File: src/rtl/dma_write_scheduler_pkg.sv
// Shared definitions for dma_write_scheduler: FSM state encoding and the
// helper macro that extracts one channel's field from a flattened bus.
// Optional build macro: DMA_WRITE_SCHEDULER_FIXED_PRIORITY_EN.

`ifndef DMA_WRITE_SCHEDULER_SLICE
`define DMA_WRITE_SCHEDULER_SLICE(bus, idx, w) bus[(idx)*(w) +: (w)]
`endif

package dma_write_scheduler_pkg;

  localparam int unsigned STATE_W = 2;

  typedef enum logic [STATE_W-1:0] {
    ST_IDLE  = 2'd0,
    ST_ISSUE = 2'd1,
    ST_WAIT  = 2'd2
  } state_e;

endpackage

File: src/rtl/dma_write_scheduler_arbiter.sv
// Combinational channel selector for dma_write_scheduler.
// Default: rotating priority starting at rr_ptr.
// DMA_WRITE_SCHEDULER_FIXED_PRIORITY_EN defined: lowest index wins, rr_ptr ignored.

module dma_write_scheduler_arbiter #(
  parameter int unsigned NUM_CH = 4,
  parameter int unsigned IDX_W  = 2
) (
  input  logic [NUM_CH-1:0] req,
  input  logic [IDX_W-1:0]  rr_ptr,
  output logic              grant_valid,
  output logic [IDX_W-1:0]  grant_idx
);

`ifdef DMA_WRITE_SCHEDULER_FIXED_PRIORITY_EN
  logic unused_rr_ptr;
  assign unused_rr_ptr = ^rr_ptr;

  // Lowest requesting index wins.
  always_comb begin
    grant_valid = 1'b0;
    grant_idx   = '0;
    for (int unsigned k = 0; k < NUM_CH; k++) begin
      if (req[k] && !grant_valid) begin
        grant_valid = 1'b1;
        grant_idx   = IDX_W'(k);
      end
    end
  end
`else
  // First requester found scanning rr_ptr, rr_ptr+1, ... with wrap.
  always_comb begin
    int unsigned cand;
    grant_valid = 1'b0;
    grant_idx   = '0;
    cand        = 0;
    for (int unsigned k = 0; k < NUM_CH; k++) begin
      cand = (32'(rr_ptr) + k) % NUM_CH;
      if (req[IDX_W'(cand)] && !grant_valid) begin
        grant_valid = 1'b1;
        grant_idx   = IDX_W'(cand);
      end
    end
  end
`endif

endmodule

File: src/rtl/dma_write_scheduler.sv
// Shares one DMA AXI write engine among NUM_CH channels: arbitrates, latches
// the winning 2-D descriptor, pulses eng_start/ch_ack, waits for eng_done and
// returns a combinational ch_done pulse in the same cycle.
// Optional build macro: DMA_WRITE_SCHEDULER_FIXED_PRIORITY_EN (fixed priority).

module dma_write_scheduler
  import dma_write_scheduler_pkg::*;
#(
  parameter int unsigned NUM_CH       = 4,
  parameter int unsigned BW_ADDR      = 32,
  parameter int unsigned BW_LINE_SIZE = 16,
  parameter int unsigned BW_NUM_LINES = 16
) (
  input  logic                           clk,
  input  logic                           rstnn,
  input  logic                           enable,
  input  logic [NUM_CH-1:0]              ch_req,
  input  logic [NUM_CH*BW_ADDR-1:0]      ch_addr,
  input  logic [NUM_CH*BW_LINE_SIZE-1:0] ch_line_size,
  input  logic [NUM_CH*BW_NUM_LINES-1:0] ch_num_lines,
  input  logic [NUM_CH*BW_ADDR-1:0]      ch_stride,
  input  logic [NUM_CH-1:0]              ch_incr,
  output logic [NUM_CH-1:0]              ch_ack,
  output logic [NUM_CH-1:0]              ch_done,
  output logic                           eng_start,
  output logic [BW_ADDR-1:0]             eng_addr,
  output logic [BW_LINE_SIZE-1:0]        eng_line_size,
  output logic [BW_NUM_LINES-1:0]        eng_num_lines,
  output logic [BW_ADDR-1:0]             eng_stride,
  output logic                           eng_incr,
  input  logic                           eng_done,
  output logic                           busy,
  output logic [$clog2(NUM_CH)-1:0]      cur_ch
);

  localparam int unsigned IDX_W = $clog2(NUM_CH);

  state_e             state, state_d;
  logic               grant_valid;
  logic [IDX_W-1:0]   grant_idx;
  logic [IDX_W-1:0]   rr_ptr;
  logic               grant_take;
  logic               job_end;

  logic [BW_ADDR-1:0]      addr_a      [NUM_CH];
  logic [BW_LINE_SIZE-1:0] line_size_a [NUM_CH];
  logic [BW_NUM_LINES-1:0] num_lines_a [NUM_CH];
  logic [BW_ADDR-1:0]      stride_a    [NUM_CH];

  // Unflatten per-channel descriptor fields.
  for (genvar i = 0; i < NUM_CH; i++) begin : g_unpack
    assign addr_a[i]      = `DMA_WRITE_SCHEDULER_SLICE(ch_addr, i, BW_ADDR);
    assign line_size_a[i] = `DMA_WRITE_SCHEDULER_SLICE(ch_line_size, i, BW_LINE_SIZE);
    assign num_lines_a[i] = `DMA_WRITE_SCHEDULER_SLICE(ch_num_lines, i, BW_NUM_LINES);
    assign stride_a[i]    = `DMA_WRITE_SCHEDULER_SLICE(ch_stride, i, BW_ADDR);
  end

  dma_write_scheduler_arbiter #(
    .NUM_CH (NUM_CH),
    .IDX_W  (IDX_W)
  ) u_arbiter (
    .req         (ch_req),
    .rr_ptr      (rr_ptr),
    .grant_valid (grant_valid),
    .grant_idx   (grant_idx)
  );

  // State register.
  always_ff @(posedge clk or negedge rstnn) begin
    if (!rstnn) state <= ST_IDLE;
    else        state <= state_d;
  end

  // Next state; eng_done is only honoured in WAIT.
  always_comb begin
    state_d    = state;
    grant_take = 1'b0;
    job_end    = 1'b0;
    case (state)
      ST_IDLE: begin
        if (enable && grant_valid) begin
          grant_take = 1'b1;
          state_d    = ST_ISSUE;
        end
      end
      ST_ISSUE: state_d = ST_WAIT;
      ST_WAIT: begin
        if (eng_done) begin
          job_end = 1'b1;
          state_d = ST_IDLE;
        end
      end
      default: state_d = ST_IDLE;
    endcase
  end

  // Completion pulse in the same cycle as eng_done.
  always_comb begin
    ch_done = '0;
    if (job_end) ch_done[cur_ch] = 1'b1;
  end

  // Registered handshake outputs and latched descriptor.
  always_ff @(posedge clk or negedge rstnn) begin
    if (!rstnn) begin
      eng_start     <= 1'b0;
      ch_ack        <= '0;
      busy          <= 1'b0;
      cur_ch        <= '0;
      eng_addr      <= '0;
      eng_line_size <= '0;
      eng_num_lines <= '0;
      eng_stride    <= '0;
      eng_incr      <= 1'b0;
    end else begin
      eng_start <= grant_take;
      ch_ack    <= grant_take ? (NUM_CH'(1) << grant_idx) : '0;
      busy      <= (state_d != ST_IDLE);
      if (grant_take) begin
        cur_ch        <= grant_idx;
        eng_addr      <= addr_a[grant_idx];
        eng_line_size <= line_size_a[grant_idx];
        eng_num_lines <= num_lines_a[grant_idx];
        eng_stride    <= stride_a[grant_idx];
        eng_incr      <= ch_incr[grant_idx];
      end
    end
  end

`ifdef DMA_WRITE_SCHEDULER_FIXED_PRIORITY_EN
  assign rr_ptr = '0;
`else
  // Round-robin pointer advances past the channel that just completed.
  always_ff @(posedge clk or negedge rstnn) begin
    if (!rstnn) begin
      rr_ptr <= '0;
    end else if (job_end) begin
      rr_ptr <= (cur_ch == IDX_W'(NUM_CH - 1)) ? '0 : cur_ch + IDX_W'(1);
    end
  end
`endif

endmodule
File: config.mk
export PLATFORM = sky130hd
export DESIGN_NAME = dma_write_scheduler
export DESIGN_NICKNAME = d
export VERILOG_FILES = /design/src/rtl/dma_write_scheduler_pkg.sv /design/src/rtl/dma_write_scheduler_arbiter.sv /design/src/rtl/dma_write_scheduler.sv
export SDC_FILE = /design/constraint.sdc
export NUM_CORES = 1
export LEC_CHECK = 0
export CAP_MARGIN = 20
export CORE_AREA = 2 2 195 197
export DETAILED_ROUTE_END_ITERATION = 8
export DIE_AREA = 0 0 197 199
export PLACE_DENSITY = 0.58
export SYNTH_ARGS = -nofsm -noshare
export SYNTH_HDL_FRONTEND = slang
export SYNTH_SLANG_ARGS = --single-unit
File: constraint.sdc
create_clock -name clk -period 2.2 [get_ports clk]
set_input_delay 0.33 -clock clk [delete_from_list [all_inputs] [get_ports clk]]
set_output_delay 0.33 -clock clk [all_outputs]
set_load 0.005 [all_outputs]
==> impl_metrics.py <==
metrics = {
    "synthesis": {
        "synth_edf_count": 0,
        "ys.flop_type": "dfrtp_1",
        "ys_ff_latch": 109,
        "syn_area_per_cell_um2": 11.4,
        "syn-num-nets": 995,
        "syn_inst": 595,
        "synth_seq_area_share_pct": 40.3,
        "postSynth.asyncResetShare_pct": 100,
        "ys_types": 30,
        "synth_warnings": 0,
        "syn_area_um2": 6770,
    },
    "place": {
        "hpwl_mm": 22.6,
        "port_buffers": 504,
        "gp_congestion": 0.790,
    },
    "power": {
        "power.density_nw_per_um2": 986,
        "power_mw": 12.5,
        "leakage_nw": 5.37,
        "peakVddDrop_v": 0.000464,
    },
    "cts": {
        "cts_buffers": 9,
        "root_buffer": "clkbuf_16",
        "cts_resized": 0,
        "clock_path_buffers": 2,
        "hold_buffers": 0,
        "worst_skew_pair.late_latency_ns": 0.37,
        "h-tree-depth": 3,
        "cts_tree": "yes",
        "clk_pin_slew_ns": 0.08,
        "clock-sinks": 109,
        "postCtsSetupBuffers": 0,
    },
    "routing": {
        "via_per_inst": 4.38,
        "via_count": 6936,
        "drt_iter0_markers": 147,
        "drtPass1Iterations": 6,
        "drc": 0,
        "wire_per_inst_um": 18.2,
        "finalWirelength_mm": 28.8,
        "final_antenna_net_count": 0,
    },
    "sta": {
        "skew_ns": 0.00847,
        "post-route-min-period_ns": 2.09,
        "timing.slew.headroom_pct": 55.8,
        "setup_violations": 0,
        "fmax_ghz": 0.478,
        "period_share_pct": 95.0,
        "hold_viol_final": 0,
        "maxSlewViolCount": 0,
        "rsz0062_at_grt": "false",
        "worst_pin_slew_ns": 0.663,
    },
    "cells_and_area": {
        "fin_nets": 1506,
        "final_layout_size_suffix_gt1_share_pct": 7.39,
        "area_growth_pct": 87.9,
        "nFillCells": 3748,
        "fin_util_pct": 34.2,
    },
    "global_routing": {
        "overflow": 0,
        "grt_max_degree": 110,
        "grt_pass1_wl_mm": 42.0,
        "grt_use_met3_pct": 3.98,
        "grtUsageMet1_pct": 16.0,
        "top_usage_layer": "met2",
        "grt_usage_pct": 14.2,
        "antenna_found_initial": 1,
        "grt_pass1_vias": 7282,
        "use_met2_pct": 25.1,
    },
    "worst_setup_path": {
        "cp_max_fo": 6,
        "worst-setup-path-type": "in2out",
        "start_kind": "input pin",
        "crit_required_ns": 1.87,
        "end_kind": "primary output",
        "cp.arrival_ns": 1.76,
    },
    "floorplan": {
        "rows": 71,
        "coreArea_um2": 37100,
        "die_area_um2": 39200,
        "die_w_um": 197,
        "fp.dieH_um": 199,
        "io-pin-count": 505,
        "start_util_pct": 18.2,
    },
    "outcome": {
        "status": "complete, no violations",
    },
    "job": {
        "timing.max_cap.violations": 0,
    },
    "min_path": {
        "worst_hold_path_type": "in2async",
    },
}
==> logic make-up (layout without fill, tap and decap cells) <==
| family | after synthesis | in the layout | synth area share, % |
|---|---|---|---|
| buffers and inverters | 60 | 575 | 8.23 |
| other | 0 | 1 | 0 |
| multiplexers | 196 | 196 | 29.0 |
| flip-flops | 109 | 109 | 40.3 |
| adder cells (fa/ha/maj) | 4 | 4 | 0.740 |
| AND/OR/NAND/NOR | 120 | 120 | 7.30 |
| AO/OA/AOI/OAI | 106 | 106 | 14.4 |
==> per-stage QoR <==
step / cell area, um2 / setup WS, ns / TNS (ns) / hold WS (ns) / std cells
6_report: 12700 / 0.110 / 0 / 0.0385 / 1585
5_1_grt: 12700 / 0.0308 / 0 / 0.0693 / 1585
4_1_cts: 12700 / 0.0141 / 0 / 0.0566 / 1584
2_1_floorplan: 6770 / 0.503 / 0 / 0.0344 / 595
3_3_place_gp: 12400 / -0.196 / -7.87 / 0.466 / 1569
3_5_place_dp: 12400 / -0.210 / -9.47 / 0.472 / 1569
==> report_power, final <==
group	internal [mW]	switching [mW]	total [mW]
clock	0.879	0.827	1.71
sequential	2.94	0.557	3.50
combinational	4.25	3.08	7.34
==> path summary, 6_finish.rpt <==
path / from / endpoint / slack (ns) / cells past startpoint
hold / removal: rstnn / eng_addr[16]$_DFFE_PN0P_ / 0.04 / 2
min in group clk: eng_stride[10]$_DFFE_PN0P_ / eng_stride[10]$_DFFE_PN0P_ / 0.49 / 2
hold reg to reg: eng_stride[10]$_DFFE_PN0P_ / eng_stride[10]$_DFFE_PN0P_ / 0.49 / 2
setup reg to reg: rr_ptr[1]$_DFFE_PN0P_ / eng_line_size[0]$_DFFE_PN0P_ / 0.29 / 6
max in group asynchronous: rstnn / eng_stride[29]$_DFFE_PN0P_ / 1.64 / 2
setup / recovery: eng_done / ch_done[3] / 0.11 / 5
==> metal layers <==
metal  part of all wire, %  wire [um]
met1                    39      11300
met2                    49      14200
met3                   8.5       2440
met4                   2.7        766
met5                     0          0
==> final cells by class <==
cell class	count	area, um2	area share [%]
Timing Repair Buffer	554	5590	44.0
Multi-Input combinational cell	426	3500	27.5
Sequential cell	109	2730	21.4
Tap cell	474	593	4.66
Clock buffer	11	233	1.83
Clock inverter	4	50.0	0.394
Inverter	6	22.5	0.177
Antenna cell	1	2.50	0.0197
==> state kept, by name, summed over array words and instances (netlist names) <==
| register | flops |
|---|---|
| state | 2 |
| eng_incr | 1 |
| busy | 1 |
| eng_addr | 32 |
| rr_ptr | 2 |
| eng_stride | 32 |
| eng_line_size | 16 |
| eng_num_lines | 16 |
| eng_start | 1 |
| ch_ack | 4 |
| cur_ch | 2 |
==> cells in the final DEF (no fill, tap or decap), types with 5 or more instances in the layout <==
| cell | Yosys | layout |
|---|---|---|
| clkdlybuf4s50_1 | 0 | 503 |
| mux2i_1 | 195 | 195 |
| nand2_1 | 100 | 100 |
| clkbuf_16 | 0 | 9 |
| inv_1 | 5 | 5 |
| o221ai_1 | 87 | 87 |
| buf_4 | 3 | 37 |
| buf_12 | 12 | 14 |
| nor2_1 | 7 | 6 |
| o221ai_2 | 11 | 11 |
| dfrtp_1 | 109 | 109 |
==> cell usage after synthesis, types with 3 or more instances <==
master,number,area (um2)
buf_2,7,35.0
buf_12,12,240
dfrtp_1,109,2730
and2_1,4,25.0
nor2_1,7,26.3
buf_4,3,22.5
clkbuf_1,17,63.8
mux2i_1,195,1950
ha_1,4,50.1
nand2_1,100,375
nand2b_1,3,18.8
buf_6,12,135
inv_1,5,18.8
o221ai_2,11,165
o221ai_1,87,762
==> critical path, cell delays in order <==
cell	delay, ns
clkdlybuf4s50_1	0.49
nand2_1	0.07
nor2_2	0.18
and2_1	0.17
clkdlybuf4s50_1	0.52
No activity file was read; power rests on OpenSTA's default activity.
